### src/rtl/keypad_pkg.sv
// Shared constants and key-map helpers for the 4x3 keypad scanner.
package keypad_pkg;

    localparam int NUM_ROWS = 4;
    localparam int NUM_COLS = 3;

    localparam logic [3:0] KEY_STAR = 4'hA;
    localparam logic [3:0] KEY_HASH = 4'hB;

    typedef logic [1:0] scan_state_t;
    localparam scan_state_t ST_SCAN     = 2'd0;
    localparam scan_state_t ST_DEBOUNCE = 2'd1;
    localparam scan_state_t ST_EMIT     = 2'd2;
    localparam scan_state_t ST_RELEASE  = 2'd3;

    // Key code for a row/column position; row 3 carries '*', '0', '#'.
    function automatic logic [3:0] key_map(input logic [1:0] row, input logic [1:0] col);
        logic [3:0] key;
        key = 4'h0;
        if (row == 2'd3) begin
            case (col)
                2'd0:    key = KEY_STAR;
                2'd1:    key = 4'h0;
                2'd2:    key = KEY_HASH;
                default: key = 4'h0;
            endcase
        end else begin
            key = ({2'b00, row} * 4'd3) + {2'b00, col} + 4'd1;
        end
        return key;
    endfunction

    function automatic logic [1:0] row_index(input logic [3:0] row_n);
        logic [1:0] idx;
        case (row_n)
            4'b1110: idx = 2'd0;
            4'b1101: idx = 2'd1;
            4'b1011: idx = 2'd2;
            4'b0111: idx = 2'd3;
            default: idx = 2'd0;
        endcase
        return idx;
    endfunction

    // Lowest active-low column wins when several are pressed together.
    function automatic logic [1:0] first_low_col(input logic [2:0] col_n);
        logic [1:0] idx;
        if (!col_n[0]) begin
            idx = 2'd0;
        end else if (!col_n[1]) begin
            idx = 2'd1;
        end else if (!col_n[2]) begin
            idx = 2'd2;
        end else begin
            idx = 2'd0;
        end
        return idx;
    endfunction

endpackage

### src/rtl/keypad_sync.sv
// Two-flop synchronizer; idles at all-ones to match pulled-up keypad columns.
module keypad_sync #(
    parameter int WIDTH = 3
) (
    input  logic             clock,
    input  logic             reset_n,
    input  logic [WIDTH-1:0] d,
    output logic [WIDTH-1:0] q
);

    logic [WIDTH-1:0] meta_r;
    logic [WIDTH-1:0] sync_r;

    // Metastability filter chain.
    always_ff @(posedge clock or negedge reset_n) begin
        if (!reset_n) begin
            meta_r <= {WIDTH{1'b1}};
            sync_r <= {WIDTH{1'b1}};
        end else begin
            meta_r <= d;
            sync_r <= meta_r;
        end
    end

    assign q = sync_r;

endmodule

### src/rtl/keypad_scanner.sv
// 4x3 keypad scanner with debounce; one valid pulse per press.
// Define KEYPAD_FUNC_KEYS_EN to let '*' and '#' produce valid pulses.
module keypad_scanner
    import keypad_pkg::*;
#(
    parameter int CLK_DIV      = 1000,
    parameter int DEBOUNCE_CNT = 4
) (
    input  logic       clock,
    input  logic       reset_n,
    input  logic [2:0] col_in,
    output logic [3:0] row_out,
    output logic       valid,
    output logic [3:0] code
);

    localparam int TICK_W = $clog2(CLK_DIV);
    localparam int DEB_W  = $clog2(DEBOUNCE_CNT + 1);
    localparam logic [TICK_W-1:0] TICK_LAST = TICK_W'(CLK_DIV - 1);
    localparam logic [DEB_W-1:0]  DEB_LAST  = DEB_W'(DEBOUNCE_CNT);
    localparam logic [DEB_W-1:0]  DEB_ONE   = DEB_W'(1);

    logic [NUM_COLS-1:0] col_sync_s;
    logic [TICK_W-1:0]   tick_cnt_r;
    logic                tick_s;
    scan_state_t         state_r, state_nxt_s;
    logic [NUM_ROWS-1:0] row_r, row_nxt_s;
    logic [DEB_W-1:0]    deb_cnt_r, deb_nxt_s;
    logic [DEB_W-1:0]    rel_cnt_r, rel_nxt_s;
    logic [2:0]          col_pat_r, col_pat_nxt_s;
    logic [1:0]          col_idx_r, col_idx_nxt_s;
    logic                valid_r, valid_nxt_s;
    logic [3:0]          code_r, code_nxt_s;
    logic [3:0]          key_s;
    logic                func_ok_s;
    logic                emit_ok_s;

    keypad_sync #(.WIDTH(NUM_COLS)) u_col_sync (
        .clock   (clock),
        .reset_n (reset_n),
        .d       (col_in),
        .q       (col_sync_s)
    );

`ifdef KEYPAD_FUNC_KEYS_EN
    assign func_ok_s = 1'b1;
`else
    assign func_ok_s = 1'b0;
`endif

    assign tick_s    = (tick_cnt_r == TICK_LAST);
    assign key_s     = key_map(row_index(row_r), col_idx_r);
    assign emit_ok_s = (key_s < KEY_STAR) | func_ok_s;

    // Scan tick divider, cleared on compare so it never wraps through overflow.
    always_ff @(posedge clock or negedge reset_n) begin
        if (!reset_n) begin
            tick_cnt_r <= {TICK_W{1'b0}};
        end else if (tick_s) begin
            tick_cnt_r <= {TICK_W{1'b0}};
        end else begin
            tick_cnt_r <= tick_cnt_r + TICK_W'(1);
        end
    end

    // Scan / debounce / emit / release next-state and output logic.
    always_comb begin
        state_nxt_s   = state_r;
        row_nxt_s     = row_r;
        deb_nxt_s     = deb_cnt_r;
        rel_nxt_s     = rel_cnt_r;
        col_pat_nxt_s = col_pat_r;
        col_idx_nxt_s = col_idx_r;
        valid_nxt_s   = 1'b0;
        code_nxt_s    = code_r;
        case (state_r)
            ST_SCAN: begin
                if (tick_s && (col_sync_s != 3'b111)) begin
                    col_pat_nxt_s = col_sync_s;
                    col_idx_nxt_s = first_low_col(col_sync_s);
                    deb_nxt_s     = DEB_ONE;
                    if (DEB_LAST == DEB_ONE) begin
                        state_nxt_s = ST_EMIT;
                    end else begin
                        state_nxt_s = ST_DEBOUNCE;
                    end
                end else if (tick_s) begin
                    row_nxt_s = {row_r[2:0], row_r[3]};
                end else begin
                    state_nxt_s = ST_SCAN;
                end
            end
            ST_DEBOUNCE: begin
                if (tick_s && (col_sync_s == col_pat_r)) begin
                    deb_nxt_s = deb_cnt_r + DEB_ONE;
                    if ((deb_cnt_r + DEB_ONE) == DEB_LAST) begin
                        state_nxt_s = ST_EMIT;
                    end else begin
                        state_nxt_s = ST_DEBOUNCE;
                    end
                end else if (tick_s) begin
                    deb_nxt_s   = {DEB_W{1'b0}};
                    state_nxt_s = ST_SCAN;
                end else begin
                    state_nxt_s = ST_DEBOUNCE;
                end
            end
            ST_EMIT: begin
                deb_nxt_s   = {DEB_W{1'b0}};
                rel_nxt_s   = {DEB_W{1'b0}};
                state_nxt_s = ST_RELEASE;
                if (emit_ok_s) begin
                    valid_nxt_s = 1'b1;
                    code_nxt_s  = key_s;
                end else begin
                    valid_nxt_s = 1'b0;
                end
            end
            ST_RELEASE: begin
                if (tick_s && (col_sync_s == 3'b111)) begin
                    if ((rel_cnt_r + DEB_ONE) == DEB_LAST) begin
                        rel_nxt_s   = {DEB_W{1'b0}};
                        state_nxt_s = ST_SCAN;
                    end else begin
                        rel_nxt_s = rel_cnt_r + DEB_ONE;
                    end
                end else if (tick_s) begin
                    rel_nxt_s = {DEB_W{1'b0}};
                end else begin
                    state_nxt_s = ST_RELEASE;
                end
            end
            default: begin
                state_nxt_s = ST_SCAN;
            end
        endcase
    end

    // State and registered outputs.
    always_ff @(posedge clock or negedge reset_n) begin
        if (!reset_n) begin
            state_r   <= ST_SCAN;
            row_r     <= 4'b1110;
            deb_cnt_r <= {DEB_W{1'b0}};
            rel_cnt_r <= {DEB_W{1'b0}};
            col_pat_r <= 3'b111;
            col_idx_r <= 2'd0;
            valid_r   <= 1'b0;
            code_r    <= 4'h0;
        end else begin
            state_r   <= state_nxt_s;
            row_r     <= row_nxt_s;
            deb_cnt_r <= deb_nxt_s;
            rel_cnt_r <= rel_nxt_s;
            col_pat_r <= col_pat_nxt_s;
            col_idx_r <= col_idx_nxt_s;
            valid_r   <= valid_nxt_s;
            code_r    <= code_nxt_s;
        end
    end

    assign row_out = row_r;
    assign valid   = valid_r;
    assign code    = code_r;

endmodule

### config.mk
export PLATFORM = sky130hd
export DESIGN_NAME = keypad_scanner
export DESIGN_NICKNAME = d
export VERILOG_FILES = /design/src/rtl/keypad_pkg.sv /design/src/rtl/keypad_sync.sv /design/src/rtl/keypad_scanner.sv
export SDC_FILE = /design/constraint.sdc
export NUM_CORES = 1
export LEC_CHECK = 0
export ABC_AREA = 1
export CORE_ASPECT_RATIO = 0.9
export CORE_MARGIN = 2
export CORE_UTILIZATION = 31
export DETAILED_ROUTE_END_ITERATION = 8
export PLACE_DENSITY = 0.58
export SETUP_SLACK_MARGIN = 0.5
export SLEW_MARGIN = 20
export SYNTH_ARGS = -nofsm -noshare
export SYNTH_HDL_FRONTEND = slang
export SYNTH_SLANG_ARGS = --single-unit
### constraint.sdc
create_clock -name clock -period 3.9 [get_ports clock]
set_clock_uncertainty 0.2 [all_clocks]
set_input_delay 0.585 -clock clock [delete_from_list [all_inputs] [get_ports clock]]
set_output_delay 0.585 -clock clock [all_outputs]
set_load 0.02 [all_outputs]
==> results.json, run 1 <==
{
  "outcome": "complete, no violations",
  "crit_type": "reg2reg",
  "required_ps": 3920,
  "final_core_util_pct": 36.4,
  "root_buffer": "clkbuf_8",
  "diodes": 0,
  "hold_viol": 0,
  "multi_input_area_um2": 1140,
  "nets": 307,
  "ys_types": 33,
  "cts_htree_levels": 2,
  "wl_met2_um": 1800,
  "postRouteWirelength_um": 4110,
  "insertion_delay_ps": 290,
  "grt_usage_pct": 12.0,
  "timing.final.crit_period_ps": 2820,
  "p_leak_nw": 1.22,
  "start_util_pct": 31.9,
  "fmax_mhz": 355,
  "ioPinCount": 14,
  "avgSynthCellArea_um2": 8.41,
  "fillers": 734,
  "vias": 1723,
  "rsz0062_at_grt": "false",
  "wl_met1_um": 2120,
  "cp_max_fo": 7,
  "die_h_um": 84.7,
  "finalWorstSetupSlack_ps": 1080,
  "setup_viol": 0,
  "p_per_area_nw_per_um2": 263,
  "syn-instance-count": 267,
  "synth-main-ff-cell": "dfrtp_1",
  "drive_gt1_share_pct": 16.0,
  "yosys-top-cells-area": "dfrtp_1 (29%), dfstp_2 (14%), nand2_1 (13%)",
  "worst_pin_slew_ps": 850,
  "numPortBuffers": 13,
  "grt_pass1_vias": 1697,
  "drc": 0,
  "via_per_inst": 4.53,
  "period_share_pct": 72.3,
  "area_delta_synth_final_pct": 14.3,
  "drt_pass1_iterations": 4,
  "start_kind": "register",
  "ys_seq_elements": 38,
  "arrival_ps": 2840,
  "synth-edff-count": 0,
  "gr-total-overflow": 0,
  "seqCellArea_um2": 966,
  "maxCapViolCount": 0,
  "yosysTopAreaCell": "dfrtp_1",
  "cts_tree": "yes",
  "slew_headroom_pct": 43.3,
  "cts_made_buffers": 5,
  "ys_top_cells_by_count": "nand2_1 (79), inv_1 (32), dfrtp_1 (26)",
  "ant_nets": 0,
  "antenna_found_initial": 0,
  "rows": 29,
  "coreArea_um2": 7040,
  "async_flop_share_pct": 100,
  "die_w_um": 93.7,
  "cts_setup_buffers": 0,
  "wl_met3_um": 116,
  "ys_seq_area_share_pct": 43.0,
  "grt_pass1_wl_um": 7560,
  "postCtsHoldBufs": 0,
  "peakVddDrop_uv": 99.5,
  "die-area_um2": 7940,
  "maxSlewViolCount": 0,
  "wl_per_cell_um": 10.8,
  "end_kind": "register",
  "cts_resized": 0,
  "cts_buffer_depth": 2,
  "hpwl_um": 3180,
  "synth_top_area_share_pct": 29.0,
  "highest_layer": "met4",
  "netlist_area_um2": 2240,
  "grt_max_degree": 39,
  "setup_tns_ps": 0,
  "yosys.cell_count.top_type": "nand2_1",
  "hp-class": "reg2reg",
  "cts.clk_slew.worst_paths_ps": 80,
  "synth_fp_nets": 288,
  "pre_cts_ws_ps": 1090,
  "place_congestion": 0.795,
  "clkSinkCount": 38,
  "drt_iter0_drc": 71,
  "yosysWarnings": 0
}
[layer usage]
| metal | track usage [%] | vias up |
|---|---|---|
| met5 | 0 | - |
| met4 | 4.35 | 0 |
| met3 | 3.05 | 6 |
| met2 | 18.1 | 20 |
| met1 | 16.7 | 816 |
| li1 | - | 881 |
[layout make-up]
type	instances	share of cell area (%)
multi-input cells	192	44.3
flip-flops and latches	38	37.7
inverters	36	5.41
repair buffers	13	4.88
well taps	93	4.54
clock buffers	6	2.83
clock inverters	2	0.390
[registers in the layout, summed over array words and instances, names as in the netlist]
name and count:
deb_cnt_r 3, code 4, u_col_sync.meta_r 3, valid 1, col_pat_r 3, col_idx_r 2
state_r 2, tick_cnt_r 10, row_out 4, u_col_sync.q 3, rel_cnt_r 3
[placed cells by master (no fill, tap or decap), drive strengths merged]
cell type,instances
buf,1
a21oi,8
nor3,2
nor2,28
xor2,4
dfrtp,26
clkinv,3
o22ai,1
ha,14
or2,1
clkbuf,6
fa,2
inv,35
nand4,9
clkdlybuf4s50,12
nand3,20
o21a,1
o21ai,14
xnor2,2
nand2,85
dfstp,12
nor4,1
[through the flow]
stage	hold slack [ps]	area [µm²]	std cells	power, W
floorplan	89.4	2240	267	0.000414
global placement	146	2480	372	0.000427
detailed placement	147	2480	372	0.000427
CTS	158	2560	380	0.000689
global route	161	2560	380	0.000707
finish	156	2560	380	0.000676
[worst max-delay path: stages (launching register included)]
cell     delay [ps]
dfstp_2         560
inv_1            60
nand4_1          80
nand2_1         120
fa_1            580
fa_1            420
o21ai_0         250
nand3_1         130
nand2_1         180
nor2_1           70
a21oi_1         100
[worst paths after layout]
path                                      start         endpoint  slack [ps]  depth (start not counted)
setup / recovery                     row_out[3]          code[1]        1080                         10
hold / removal             u_col_sync.meta_r[0]  u_col_sync.q[0]         160                          0
setup reg to reg                     row_out[3]          code[1]        1080                         10
hold reg to reg            u_col_sync.meta_r[0]  u_col_sync.q[0]         160                          0
max in group asynchronous               reset_n       row_out[0]        2770                          1
min in group asynchronous               reset_n    tick_cnt_r[2]         210                          1
[report_power, final]
group | leakage (nW) | switching [W] | internal (W) | total [W]
registers | 0.474 | 0.00000240 | 0.000400 | 0.000402
logic | 0.699 | 0.0000117 | 0.00000452 | 0.0000162
clock network | 0.0450 | 0.000133 | 0.000124 | 0.000257
total | 1.22 | 0.000147 | 0.000528 | 0.000676
[kinds of logic after synthesis]
group / count (synthesis) / share of synthesized area, %
XOR/XNOR: 6 / 2.34
AND/OR/NAND/NOR: 146 / 32.3
buffers and inverters: 37 / 6.35
adder cells (fa/ha/maj): 16 / 9.59
AO/OA/AOI/OAI: 24 / 6.36
flip-flops: 38 / 43.0
(Power assumes the default switching activity.)
==> inputs of run 2 (changes only) <==
--- a/config.mk
+++ b/config.mk
@@ -10,7 +10,7 @@
 export CORE_MARGIN = 2
 export CORE_UTILIZATION = 31
 export DETAILED_ROUTE_END_ITERATION = 8
-export PLACE_DENSITY = 0.58
+export PLACE_DENSITY = 0.6
 export SETUP_SLACK_MARGIN = 0.5
 export SLEW_MARGIN = 20
 export SYNTH_ARGS = -nofsm -noshare
==> constraint.sdc (replaced) <==
create_clock -name clock -period 2.4 [get_ports clock]
set_clock_uncertainty 0.2 [all_clocks]
set_input_delay 0.36 -clock clock [delete_from_list [all_inputs] [get_ports clock]]
set_output_delay 0.36 -clock clock [all_outputs]
set_load 0.02 [all_outputs]
==> results.json, run 2 (same netlist as run 1, synthesis figures left out) <==
{
  "die-area_um2": 7940,
  "timing.final.crit_period_ps": 2620,
  "ant_nets": 0,
  "final_cells": 391,
  "p_per_area_nw_per_um2": 420,
  "clkSinkCount": 38,
  "gr-total-overflow": 0,
  "final_area_um2": 2690,
  "die_w_um": 93.7,
  "hp-class": "in2async",
  "violations": "negative hold slack, negative setup slack",
  "layout_common_cells": "nand2_1 (75), inv_1 (31), dfrtp_1 (26), nor2_1 (20), nand3_1 (17)",
  "drc": 0,
  "cp_max_fo": 7,
  "via_per_inst": 4.48,
  "registers.top_by_ff_count": "tick_cnt_r",
  "peakVddDrop_uv": 168,
  "maxSlewViolCount": 0,
  "rows": 29,
  "outcome": "complete, but fails checks",
  "drt_iter0_drc": 85,
  "period_share_pct": 109,
  "rsz0062_at_grt": "true",
  "die_h_um": 84.7,
  "coreArea_um2": 7040,
  "crit_type": "reg2reg",
  "hold_viol": 26,
  "root_buffer": "clkbuf_8",
  "cts.clk_slew.worst_paths_ps": 70,
  "slew_headroom_pct": 43.5,
  "drive_gt1_share_pct": 22.5,
  "ioPinCount": 14,
  "finalWorstSetupSlack_ps": -221,
  "layout_commonest_cell": "nand2_1",
  "cts_made_buffers": 5,
  "fmax_mhz": 382,
  "arrival_ps": 2640,
  "diodes": 0,
  "nets": 318,
  "numPortBuffers": 13,
  "area_delta_synth_final_pct": 19.9,
  "place_area_um2": 2550,
  "cts_buffer_depth": 2,
  "grt_pass1_vias": 1780,
  "setup_viol": 5,
  "drt_pass1_iterations": 4,
  "dp_cells": 380,
  "fillers": 743,
  "required_ps": 2420,
  "antenna_found_initial": 0,
  "worst_pin_slew_ps": 848,
  "hpwl_um": 3210,
  "start_kind": "register",
  "wl_per_cell_um": 10.8,
  "grt_pass1_wl_um": 7870,
  "p_leak_nw": 1.29,
  "postRouteWirelength_um": 4220,
  "cts_tree": "yes",
  "cts_htree_levels": 2,
  "largest_reg_flops": 10,
  "grt_usage_pct": 12.3,
  "grt_max_degree": 39,
  "maxCapViolCount": 0,
  "holdWs_ps": -22.7,
  "postCtsHoldBufs": 0,
  "place_congestion": 0.862,
  "insertion_delay_ps": 290,
  "end_kind": "register",
  "vias": 1751,
  "start_util_pct": 31.9
}
run 2: cell type report:
class	instances	area (µm²)	area share, %
inverter	36	139	5.16
clock buffer	7	86.3	3.21
tap	93	116	4.32
multi-input combinational	192	1180	43.8
clock inverter	1	5.00	0.186
timing repair buffer	24	199	7.39
sequential	38	966	35.9
run 2: what timing repair did:
item,CTS,global route
pin swaps,6,1
endpoints found under the setup margin,9,14
setup buffers,2,1
resized for setup,9,5
run 2: path summary, 6_finish.rpt:
kind | endpoint | start | slack [ps] | depth (start not counted)
setup / recovery | code[1] | row_out[3] | -220 | 10
hold / removal | tick_cnt_r[1] | reset_n | -20 | 1
setup reg to reg | code[1] | row_out[3] | -220 | 10
hold reg to reg | u_col_sync.q[0] | u_col_sync.meta_r[0] | 160 | 0
max in group asynchronous | state_r[1] | reset_n | 1500 | 1
min in group clock | u_col_sync.q[0] | u_col_sync.meta_r[0] | 160 | 0
run 2: report_power, final:
group / internal (W) / switching, W / total [W]
Clock: 0.000232 / 0.000217 / 0.000449
Sequential: 0.000650 / 0.00000398 / 0.000654
Combinational: 0.00000734 / 0.0000193 / 0.0000266
run 2: routing by layer:
layer | vias to the layer above | global-route usage (%) | part of all wire, %
met5 | - | 0 | 0
met1 | 815 | 16.2 | 51
met3 | 6 | 2.96 | 2.8
met2 | 21 | 19.7 | 45
met4 | 0 | 4.74 | 1.8
li1 | 909 | - | -
run 2: through the flow:
| step | setup TNS, ps | util [%] | power, W | hold WS [ps] | setup slack, ps |
|---|---|---|---|---|---|
| finish | -871 | 38.2 | 0.00113 | -22.7 | -221 |
| global route | -1690 | 38.2 | 0.00119 | 40.9 | -410 |
| CTS | -874 | 37.9 | 0.00115 | 9.71 | -224 |
| detailed placement | -940 | 36.3 | 0.000694 | 147 | -246 |
| global placement | -724 | 36.3 | 0.000693 | 146 | -186 |
| floorplan | -755 | - | 0.000672 | -136 | -192 |
run 2: worst max-delay path: stages (launching register included):
cell and delay [ps]:
dfstp_2 560, inv_2 40, nand4_1 130, nand2_2 80, fa_1 560, fa_2 450, o21ai_2 150, nand3_2 110
nand2_4 120, nor2_1 40, a21oi_1 100
==> patch, RTL diff (flow settings as in run 1) <==
The parameter `CLK_DIV` goes from 1000 to 2000.
--- a/src/rtl/keypad_scanner.sv
+++ b/src/rtl/keypad_scanner.sv
@@ -3,7 +3,7 @@
 module keypad_scanner
     import keypad_pkg::*;
 #(
-    parameter int CLK_DIV      = 1000,
+    parameter int CLK_DIV      = 2000,
     parameter int DEBOUNCE_CNT = 4
 ) (
     input  logic       clock,
Check against the original RTL: no difference found for any inputs over 10 cycles, from zero or initial values and one cycle with reset_n low; that may be too few to reach the edited logic, so the function may still have changed.
==> patch against run 1 <==
Maximum frequency shrank 3.7%. Sequential cell count grew 1. Cell area grew 2.4%. Wire length shrank 3.5%. Synthesized area grew 1.7%. Largest cell class unchanged. Setup slack lost 110 ps. Power grew 8.8%. Sequential share of layout area grew 0.056 points. Critical endpoint unchanged.
==> patch: results (changes against run 1) <==
clock_network:
  clk_latency_ps: 290  # about the same
  htree_levels: 2  # unchanged
  path_clk_slew_ps: 80  # about the same
  cts_buffer_depth: 2  # unchanged
  cts_setup_buffers: 0  # unchanged
  root_buffer: "clkbuf_8"
  cts_buffers: 5  # unchanged
  cts_resized: 0  # unchanged
status:
  outcome: "finished clean"
sta:
  fin_crit_ps: 2930  # +108 ps
  holdWs_ps: 157  # +0.346 ps
  worst_slew_pin_slew_ps: 876  # +26.1 ps
yosys:
  synth_compound_area_share_pct: 6.69  # +0.33 points
  yosysSeqAreaShare_pct: 43.4  # +0.39 points
  synthAdderAreaFrac_pct: 9.43  # -0.16 points
  yosysWarnings: 0  # unchanged
  syn-num-nets: 288  # unchanged
  synthTopCellsByArea: "dfrtp_1, dfstp_2, nand2_1"
  synth_cell_types: 31  # -6.1%
  synthCells: 267  # unchanged
  synth_common_cells: "nand2_1, inv_1, dfrtp_1"
  synth-xor-area-share_pct: 1.92  # -0.42 points
  synth_mux_area_share_pct: 0  # unchanged
  ys_async_sr_fraction_pct: 100  # unchanged
placement:
  dp_cells: 373  # +0.27%
  dpl.hpwl_um: 2950  # -7.2%
  gp_congestion: 0.780  # -1.8%
  dpl_cell_area_um2: 2520  # +1.7%
  port-buffer-count: 13  # unchanged
  place_ws_ps: 967  # -122 ps
route:
  drtPass1Iterations: 4  # unchanged
  via_count: 1668  # -3.2%
  drt_iter0_drc: 72  # +1.4%
  wirelength_um: 3970  # -3.5%
final_layout:
  largest_reg_flops: 11  # +1
  regMostFlops: "tick_cnt_r"
  antenna_cells: 0  # unchanged
  nets: 308  # +0.33%
  drive_gt1_share_pct: 17.7  # +1.7 points
  final_cells: 381  # +0.26%
global_route:
  overflow: 0  # unchanged
  antenna_found_initial: 0  # unchanged
  grt_pass1_vias: 1621  # -4.5%
  grt_pass1_wl_um: 7390  # -2.3%
  grtUsageTotal_pct: 11.6  # -0.44 points
  grt_max_degree: 40  # +2.6%
worst_hold_path:
  worstHoldPathCells: 0  # unchanged
  hp-class: "reg -> reg"
worst_setup_path:
  critPathArrivalTime_ps: 2910  # +70 ps
  crit_fanout: 5  # -2
  r2r_cells: 11  # +1
power:
  p_leak_nw: 1.29  # +5.7%
  ir_worst_vdd_v: 0.000119  # +20%
patch: cell types whose count changed after synthesis, sizes merged, moves of 2 or more:
cell,run 1,this run
inv,35,41
a21oi,8,6
nand2,85,79
nand3,20,24
nand4,9,3
or2,1,3
patch: logic make-up after synthesis:
| family | after synthesis |
|---|---|
| AO/OA/AOI/OAI | 26 |
| XOR/XNOR | 5 |
| adder cells (fa/ha/maj) | 16 |
| buffers and inverters | 41 |
| flip-flops | 39 |
| AND/OR/NAND/NOR | 140 |
patch: final cells by class:
cell class,instances,area [um^2]
clock buffers,7,96.3
inverters,41,154
well taps,93,116
fillers,716,4450
clock inverters,1,7.51
multi-input cells,187,1140
repair buffers,13,125
flip-flops and latches,39,991
patch: metal layers:
| layer | track usage [%] | up-vias | part of all wire [%] |
|---|---|---|---|
| li1 | - | 876 | - |
| met1 | 16.0 | 768 | 53 |
| met2 | 17.0 | 19 | 41 |
| met3 | 3.02 | 5 | 3.0 |
| met4 | 5.14 | 0 | 2.3 |
| met5 | 0 | - | 0 |
patch: worst paths after layout:
kind	from	end
setup / recovery	row_out[2]	code[1]
hold / removal	u_col_sync.meta_r[1]	u_col_sync.q[1]
setup reg to reg	row_out[2]	code[1]
hold reg to reg	u_col_sync.meta_r[1]	u_col_sync.q[1]
max in group asynchronous	reset_n	code[1]
min in group asynchronous	reset_n	tick_cnt_r[10]
patch: where the power goes:
part,switching (mW),internal [mW],leakage (nW)
registers,0.00195,0.410,0.488
clock network,0.146,0.161,0.0505
logic,0.0118,0.00455,0.749
patch: critical path, cell delays in order (launching register included):
cell     delay [ps]
dfstp_2         570
nand2_1          70
o21ai_0         340
fa_1            510
inv_1            90
fa_1            410
nor2_1          120
nor2_1           60
nand3_1         160
nand2_1         130
o21ai_0          90
nand2_1          60
